===== config.mk =====
export PLATFORM = sky130hd
export DESIGN_NAME = fetch_unit
export DESIGN_NICKNAME = d
export VERILOG_FILES = /design/src/rtl/fetch_unit_pkg.sv /design/src/rtl/fetch_unit_pc_reg.sv /design/src/rtl/fetch_unit.sv
export SDC_FILE = /design/constraint.sdc
export NUM_CORES = 1
export LEC_CHECK = 0
export BUFFER_PORTS_ARGS = -buffer_cell sky130_fd_sc_hd__buf_4
export CAP_MARGIN = 10
export CORE_ASPECT_RATIO = 1.5
export CORE_MARGIN = 5
export CORE_UTILIZATION = 35
export CTS_CLUSTER_SIZE = 12
export DETAILED_ROUTE_END_ITERATION = 10
export GPL_ROUTABILITY_DRIVEN = 0
export PLACE_DENSITY_LB_ADDON = 0.08
export SKIP_CTS_REPAIR_TIMING = 1
export SLEW_MARGIN = 20
export SYNTH_ARGS = -nofsm -noshare
export SYNTH_HDL_FRONTEND = slang
export SYNTH_SLANG_ARGS = --single-unit

===== constraint.sdc =====
create_clock -name clk -period 4.35 [get_ports clk]
set_clock_uncertainty 0.05 [all_clocks]
set_input_delay 0.435 -clock clk [delete_from_list [all_inputs] [get_ports clk]]
set_output_delay 0.435 -clock clk [all_outputs]
set_load 0.03 [all_outputs]

===== src/rtl/fetch_unit_pkg.sv =====
// Shared types and constants for the instruction fetch stage.
package fetch_unit_pkg;

  typedef enum logic [1:0] {
    S_IDLE = 2'd0,
    S_REQ  = 2'd1,
    S_WAIT = 2'd2,
    S_HOLD = 2'd3
  } fetch_state_t;

  localparam logic [31:0] RESET_PC_DEFAULT = 32'h0000_0000;
  localparam logic [31:0] PC_STEP          = 32'd4;
  // Bubble encoding the instantiating top drives on decode while in reset.
  localparam logic [31:0] NOP_INSTR        = 32'h0000_0013;

  function automatic logic [31:0] align_word(input logic [31:0] addr);
    return {addr[31:2], 2'b00};
  endfunction

endpackage


===== src/rtl/fetch_unit_pc_reg.sv =====
// Program counter register: asynchronous reset, load has priority over increment.
module fetch_unit_pc_reg
  import fetch_unit_pkg::*;
#(
  parameter logic [31:0] RESET_VAL = RESET_PC_DEFAULT
) (
  input  logic        clk,
  input  logic        rst_n,
  input  logic        load,
  input  logic [31:0] load_val,
  input  logic        incr,
  output logic [31:0] pc
);

  always_ff @(posedge clk or negedge rst_n) begin
    if (!rst_n) begin
      pc <= RESET_VAL;
    end else if (load) begin
      pc <= load_val;
    end else if (incr) begin
      pc <= pc + PC_STEP;
    end
  end

endmodule


===== src/rtl/fetch_unit.sv =====
// Instruction fetch stage: owns the PC, issues single-outstanding imem reads and
// hands PC-tagged instruction words to decode over a valid/ready handshake.
module fetch_unit
  import fetch_unit_pkg::*;
#(
  parameter logic [31:0] RESET_PC = RESET_PC_DEFAULT
) (
  input  logic        clk,
  input  logic        rst_n,
  output logic        imem_req_valid,
  input  logic        imem_req_ready,
  output logic [31:0] imem_req_addr,
  input  logic        imem_rsp_valid,
  input  logic [31:0] imem_rsp_data,
  output logic        instr_valid,
  input  logic        instr_ready,
  output logic [31:0] instr,
  output logic [31:0] instr_pc,
  input  logic        redirect_valid,
  input  logic [31:0] redirect_pc,
  output logic        misalign_err
);

  fetch_state_t state, state_d;
  logic         kill, kill_d;
  logic         pc_load, pc_incr;
  logic         latch_instr, drop_instr;
  logic [31:0]  pc;
  logic [31:0]  redirect_target;

  assign redirect_target = align_word(redirect_pc);

  fetch_unit_pc_reg #(
    .RESET_VAL(RESET_PC)
  ) u_pc_reg (
    .clk      (clk),
    .rst_n    (rst_n),
    .load     (pc_load),
    .load_val (redirect_target),
    .incr     (pc_incr),
    .pc       (pc)
  );

  assign imem_req_valid = (state == S_REQ);
  assign imem_req_addr  = pc;

  always_ff @(posedge clk or negedge rst_n) begin
    if (!rst_n) begin
      state <= S_IDLE;
      kill  <= 1'b0;
    end else begin
      state <= state_d;
      kill  <= kill_d;
    end
  end

  // A redirect always reloads the PC; kill marks an in-flight response whose
  // address predates the redirect so it can be thrown away on arrival.
  always_comb begin
    state_d     = state;
    kill_d      = kill;
    pc_load     = redirect_valid;
    pc_incr     = 1'b0;
    latch_instr = 1'b0;
    drop_instr  = 1'b0;
    unique case (state)
      S_IDLE: state_d = S_REQ;
      S_REQ: begin
        if (imem_req_ready) begin
          state_d = S_WAIT;
          if (redirect_valid) kill_d = 1'b1;
        end
      end
      S_WAIT: begin
        if (redirect_valid) begin
          if (imem_rsp_valid) begin
            kill_d  = 1'b0;
            state_d = S_REQ;
          end else begin
            kill_d = 1'b1;
          end
        end else if (imem_rsp_valid) begin
          kill_d = 1'b0;
          if (kill) begin
            state_d = S_REQ;
          end else begin
            latch_instr = 1'b1;
            state_d     = S_HOLD;
          end
        end
      end
      S_HOLD: begin
        if (redirect_valid) begin
          drop_instr = 1'b1;
          state_d    = S_REQ;
        end else if (instr_ready) begin
          drop_instr = 1'b1;
          pc_incr    = 1'b1;
          state_d    = S_REQ;
        end
      end
      default: state_d = S_IDLE;
    endcase
  end

  always_ff @(posedge clk or negedge rst_n) begin
    if (!rst_n) begin
      instr_valid  <= 1'b0;
      instr        <= 32'h0;
      instr_pc     <= 32'h0;
      misalign_err <= 1'b0;
    end else begin
      misalign_err <= redirect_valid && (redirect_pc[1:0] != 2'b00);
      if (latch_instr) begin
        instr_valid <= 1'b1;
        instr       <= imem_rsp_data;
        instr_pc    <= pc;
      end else if (drop_instr) begin
        instr_valid <= 1'b0;
      end
    end
  end

endmodule

==> key figures, run 1 <==
STA
  – Final Cycle Share: 56.48%
  – Fin worst setup slack: 1.893 ns
  – Slew HR: ~34%
  – Fmax: 407.0 MHz
  – Worst hold slack: 0.1687 ns
  – Slew @ Worst Pin: 0.9794 ns
  – Minimum clock period: 2.457 ns
  – Final Hold Fails: 0
  – Total Neg Setup Slack: 0 ns
  – Slew Limit Fails: 0
  – Endpoints failing setup: 0
  – RSZ-0062 raised after global routing: false

Synth
  – Area contributors post-synth: dfrtp_1 (55%), mux2_2 (16%), or4_1 (2.7%), o31ai_1 (2.6%), a31oi_1 (2.3%)
  – Avg Cell Area, Syn: between 10 and 15 um2
  – Mapped cell area: 0.004377 mm2
  – Proportion of synthesized chip area in sequential cells: 55.46%
  – Top cell type's share of synthesized area: 55.46%
  – Synth warn: 0
  – Number of synthesized flops with an enable pin: 0
  – Top cell type by total area after synthesis: dfrtp_1
  – #FFs+latches synth: 97
  – Async S/R FF share, synth: between 90% and 100%
  – Most frequent cells after synthesis: dfrtp_1 (97), mux2_2 (64), nor2_1 (25), nand2_1 (22)
  – Netlist cell types: 42
  – Main synth FF type: dfrtp_1
  – Post-synthesis cell count: 367
  – Count leader, synth: dfrtp_1

Pwr
  – Worst vdd ir: 249.8 uV
  – Share of power burned in the clock network: 24.5%
  – Sw frac: 36.24%
  – Cell Int Power: 0.002173 W
  – P_leak: 2.950 nW
  – Pwr dens: 564.8 mW/mm2
  – Logic pwr share: 37.4%
  – Seq pwr share: 38.1%
  – Net load switching power: 0.001235 W

Cells and area
  – FILL cells: roughly 1200
  – Fin nets: 600
  – ANT cells: 0
  – Area growth syn-to-layout: 37.88%
  – Finished Cell Area: 0.006035 mm2
  – Layout cells sized above 1: a little under half

GRT
  – Grt ovf: 0
  – Met2 usage: between 20% and 30%
  – Met1 GRT Util: 18.57%
  – Vias in the first global route: 3528
  – GRT met3 Usage: under 10%
  – Global-route wire length before repair: 18.07 mm
  – Layer with the highest usage: met2
  – Pin count of the biggest net entering global routing: 73
  – GRT Total Usage: around 15%
  – Initial antenna violation count: 0

Clocking
  – Clock buffer depth: 2
  – CTS Buf Count: 9
  – CTS tree: yes
  – Root Buffer: clkbuf_16
  – CTS sink count: 97
  – Clk slew on worst S/H paths: 0.07 ns
  – H-tree Lvls: 3
  – Worst skew pair latency: ~0.34 ns

Critical path
  – Crit path max-delay family: simple AND/OR/NAND/NOR gates
  – Crit-path max cell delay: 0.64 ns
  – Crit-path cells: inv_1, ha_1, and3_2, buf_4, mux2_2
  – Worst path bufs/invs: 2
  – CP max-delay cell: and3_2
  – WS Path Type: flop to flop
  – CP Data Required Time: 4.52 ns
  – CP Capture Type: flop
  – FF-to-FF path depth: 5
  – Crit path depth: 5
  – Type of origin of the critical path: flop
  – Crit-path max FO: 36
  – Critical Path AT: 2.63 ns

Route
  – Initial drt markers: about 100
  – Avg WL per Cell: 16.65 um
  – Antenna-violating nets left: 0
  – Drt first pass iters: 4
  – Via count: approximately 3500
  – # DRC: 0
  – Drt via density: 5.039
  – Routed wire length: 11.41 mm

Placement
  – HPWL after DPL: around 8.4 mm
  – DP Area: 0.005720 mm2
  – IO buf count: 164
  – Pre-CTS setup slack: 1.710 ns

Die
  – Core Rows: 50
  – Initial Utilization: 35.33%
  – I/O Pins: between 150 and 200
  – Die outline height: 147.0 um
  – Die width: about 100 um
  – Die area: 0.01489 mm2
  – Core ar.: around 0.012 mm2

Status
  – Status: complete, no violations

Hold path
  – Hold WC Path Type: input pin to async pin

Job
  – Max Cap Viol: 0
state kept, by name (all words and copies together) (netlist names):
signal        count
u_pc_reg.pc      30
misalign_err      1
instr            32
instr_valid       1
kill              1
state             2
instr_pc         30
worst register-to-register path, cell delays in order, from the launching register on:
cell and delay, ns:
dfrtp_1 0.41, inv_1 0.10, ha_1 0.20, and3_2 0.64, buf_4 0.53, mux2_2 0.42
path summary, 6_finish.rpt:
kind / start / end / slack, ns
hold / removal: rst_n / instr[2]$_DFFE_PN0P_ / 0.17
setup reg to reg: state[0]$_DFFE_PN0P_ / instr_pc[19]$_DFFE_PN0P_ / 1.89
hold reg to reg: instr_valid$_DFFE_PN0P_ / instr_valid$_DFFE_PN0P_ / 0.44
max in group asynchronous: rst_n / instr_valid$_DFFE_PN0P_ / 3.18
min in group clk: redirect_pc[6] / u_pc_reg.pc[6]$_DFFE_PN0P_ / 0.25
setup / recovery: state[0]$_DFFE_PN0P_ / instr_pc[19]$_DFFE_PN0P_ / 1.89
cells by family after synthesis:
group,count (synthesis),synth area share [%]
compound gates,53,7.833
xor+xnor,11,2.201
fa+ha+maj,5,1.429
buf+inv,33,3.545
flops,97,55.46
mux,66,16.92
other cells,1,0.08568
simple gates,101,12.52
power by group through the flow:
stage / logic, W / registers (W) / clock network [W]
2_1_floorplan: 0.000329 / 0.00174 / 0
3_3_place_gp: 0.00128 / 0.00131 / 0
6_report: 0.00128 / 0.00130 / 0.000833
3_5_place_dp: 0.00130 / 0.00132 / 0
4_1_cts: 0.00130 / 0.00130 / 0.000859
5_1_grt: 0.00136 / 0.00134 / 0.000891
layer usage:
metal / share of wire (%) / vias to the layer above
li1: - / 1647
met1: 40 / 1702
met2: 52 / 96
met3: 6.5 / 7
met4: 0.92 / 0
met5: 0 / -
placed cells by master (no fill, tap or decap), types with 9 or more instances in the layout:
cell / count
clkbuf_16: 9
nor2_1: 25
or4_1: 16
o21ai_0: 15
nand3_1: 10
mux2_2: 64
a31oi_1: 16
buf_4: 167
nand2_1: 22
o31ai_1: 15
inv_1: 9
dfrtp_1: 97
area by class of cell:
type / count / area [um2] / share of cell area (%)
Timing Repair Buffer: 167 / 1254 / 20.78
Clock buffer: 12 / 266.5 / 4.416
Multi-Input combinational cell: 240 / 1807 / 29.94
Tap cell: 156 / 195.2 / 3.234
Sequential cell: 97 / 2427 / 40.22
Inverter: 10 / 37.54 / 0.6220
Clock inverter: 3 / 47.55 / 0.7879
metrics by stage:
stage                     utilization (%)  total power, W  cells
final                               48.72        0.003408    685
after global routing                48.72        0.003587    685
after CTS                           48.72        0.003461    685
after detailed placement            46.18        0.002618    670
after global placement              46.18        0.002588    670
after floorplan                         -        0.002072    370
No activity file was read; power rests on OpenSTA's default activity.
==> run 2, diff against run 1 <==
--- a/config.mk
+++ b/config.mk
@@ -5,6 +5,7 @@
 export SDC_FILE = /design/constraint.sdc
 export NUM_CORES = 1
 export LEC_CHECK = 0
+export ABC_AREA = 1
 export BUFFER_PORTS_ARGS = -buffer_cell sky130_fd_sc_hd__buf_4
 export CAP_MARGIN = 10
 export CORE_ASPECT_RATIO = 1.5
==> constraint.sdc (replaced) <==
create_clock -name clk -period 2.55 [get_ports clk]
set_clock_uncertainty 0.05 [all_clocks]
set_input_delay 0.255 -clock clk [delete_from_list [all_inputs] [get_ports clk]]
set_output_delay 0.255 -clock clk [all_outputs]
set_load 0.03 [all_outputs]
==> key figures, run 2 <==
Status
  – Status: complete, no violations

Cells and area
  – Fin cells: 937
  – Fin nets: 815
  – Commonest cells after routing, fill and taps aside: buf_4 (168), nand2_1 (164), dfrtp_1 (97)
  – Area growth syn-to-layout: 34.44%
  – Layout cells sized above 1: 32.62%
  – ANT cells: 0
  – Top flop regs: instr: 32 flops, instr_pc: 30 flops, u_pc_reg.pc: 30 flops
  – Most flop-heavy register: instr
  – Max FFs per register: 32
  – Most common cell after layout, fill and taps aside: buf_4
  – FILL cells: 1396

Critical path
  – WS Path Type: flop to flop
  – FF-to-FF path depth: 8
  – CP Capture Type: flop
  – Critical Path AT: 2.03 ns
  – Crit-path max FO: 17
  – CP Data Required Time: around 2.8 ns
  – Type of origin of the critical path: flop

STA
  – Fin worst setup slack: 0.7442 ns
  – Worst hold slack: 0.08164 ns
  – Slew Limit Fails: 0
  – RSZ-0062 raised after global routing: false
  – Final Cycle Share: 70.82%
  – Final Hold Fails: 0
  – Total Neg Setup Slack: 0 ns
  – Fmax: 553.8 MHz
  – Slew HR: 62.68%
  – Slew @ Worst Pin: 0.5598 ns
  – Minimum clock period: 1.806 ns
  – Endpoints failing setup: 0

Synth
  – Mapped cell area: 0.005046 mm2
  – Top cell type's share of synthesized area: roughly half
  – Count leader, synth: nand2_1
  – Avg Cell Area, Syn: 8.715 um2
  – Async S/R FF share, synth: 100.0%
  – Top cell type by total area after synthesis: dfrtp_1
  – #FFs+latches synth: 97
  – Main synth FF type: dfrtp_1
  – Most frequent cells after synthesis: nand2_1 (164), dfrtp_1 (97), inv_1 (58), o21ai_0 (51), nor2_1 (47)
  – Proportion of synthesized chip area in sequential cells: 48.10%
  – Area contributors post-synth: dfrtp_1 (48%), nand2_1 (12%), mux2_4 (11%), o21ai_0 (5.1%), inv_1 (4.3%)
  – Post-synthesis cell count: 579
  – Number of synthesized flops with an enable pin: 0
  – Netlist cell types: 33
  – Synth warn: 0

Clocking
  – Root Buffer: clkbuf_16
  – CTS tree: yes
  – Clk slew on worst S/H paths: around 0.08 ns
  – CTS Buf Count: 9
  – Clock buffer depth: 2
  – H-tree Lvls: 3
  – Worst skew pair latency: 0.34 ns
  – CTS sink count: 97

GRT
  – Initial antenna violation count: 0
  – Grt ovf: 0
  – GRT Total Usage: between 15 and 20%
  – Pin count of the biggest net entering global routing: 68
  – Vias in the first global route: 4654
  – Global-route wire length before repair: 24.21 mm

Placement
  – Pre-CTS setup slack: 0.7499 ns
  – IO buf count: 164
  – HPWL after DPL: 11.57 mm
  – Total placed cells including tap cells: 920

Die
  – I/O Pins: 169
  – Die outline height: between 150 and 200 um
  – Core Rows: 53
  – Core ar.: 0.01412 mm2
  – Die area: 0.01697 mm2
  – Die width: 108.0 um
  – Initial Utilization: 35.73%

Pwr
  – Pwr dens: 1006 mW/mm2
  – Worst vdd ir: approximately 370 uV
  – P_leak: approximately 3.6 nW
  – Total power: ~0.0068 W

Route
  – Avg WL per Cell: 16.26 um
  – Drt via density: between 4 and 5
  – Routed wire length: 15.24 mm
  – Drt first pass iters: 4
  – Antenna-violating nets left: 0
  – Via count: about 4500
  – Initial drt markers: 196
  – # DRC: 0

Hold path
  – Hold Path Depth: 2
  – Hold WC Path Type: input pin to flop

Job
  – Max Cap Viol: 0
## run 2: cell count changes after synthesis, moves of 22 or more
cell and change:
nand2_1 +142, mux2_2 -64, inv_1 +49, mux2_4 +37
o21ai_0 +36, nand3_1 +26, nor2_1 +22
## run 2: path summary, 6_finish.rpt
path	start	endpoint	slack, ns
worst max-delay path	state[0]$_DFFE_PN0P_	u_pc_reg.pc[15]$_DFFE_PN0P_	0.74
worst min-delay path	imem_rsp_data[21]	instr[21]$_DFFE_PN0P_	0.08
worst max register to register	state[0]$_DFFE_PN0P_	u_pc_reg.pc[15]$_DFFE_PN0P_	0.74
worst min register to register	instr_pc[2]$_DFFE_PN0P_	instr_pc[2]$_DFFE_PN0P_	0.44
max in group asynchronous	rst_n	u_pc_reg.pc[28]$_DFFE_PN0P_	1.34
min in group asynchronous	rst_n	instr[10]$_DFFE_PN0P_	0.38
## run 2: cells by family (layout without fill, tap and decap cells)
logic type / count (synthesis) / after routing / synth area share (%)
other: 1 / 4 / 0.07431
adder cells (fa/ha/maj): 5 / 5 / 1.240
XOR/XNOR: 2 / 2 / 0.3472
AND/OR/NAND/NOR: 273 / 273 / 23.33
buffers and inverters: 85 / 248 / 7.488
AO/OA/AOI/OAI: 79 / 79 / 8.406
multiplexers: 37 / 37 / 11.01
flip-flops: 97 / 97 / 48.10
## run 2: per-layer routing
layer	up-vias	track usage, %	wire length (um)
met1	2106	21.90	5984
met4	0	7.702	415
met5	-	0	0
li1	2173	-	-
met3	26	3.160	941
met2	157	32.41	7897
## run 2: critical path: stages (launching register included)
cell and delay [ns]:
dfrtp_1 0.44, ha_1 0.25, nand2_1 0.19, nand2_1 0.14, inv_2 0.30, nor3_1 0.09, nand2_1 0.06, o21ai_0 0.07
a21oi_1 0.12
## run 2: final cells by class
| type | instances | area [um2] | area share [%] |
|---|---|---|---|
| Sequential cell | 97 | 2427 | 35.78 |
| Multi-Input combinational cell | 400 | 2252 | 33.20 |
| Timing Repair Buffer | 171 | 1311 | 19.33 |
| Tap cell | 192 | 240.2 | 3.541 |
| Inverter | 61 | 229.0 | 3.375 |
| Clock buffer | 9 | 225.2 | 3.320 |
| Clock inverter | 7 | 98.84 | 1.457 |
## run 2: report_power, final
group | total, W | leakage (nW) | internal, W | switching (W)
Sequential | 0.00239 | 1.26 | 0.00202 | 0.000376
Combinational | 0.00295 | 2.16 | 0.00119 | 0.00176
Clock | 0.00148 | 0.157 | 0.000869 | 0.000616
## run 2: metrics by stage
stage | utilization (%) | cell area [um2]
CTS | 47.96 | 6774
global placement | 45.66 | 6450
floorplan | - | 5057
finish | 48.03 | 6784
global route | 48.03 | 6784
detailed placement | 45.66 | 6450
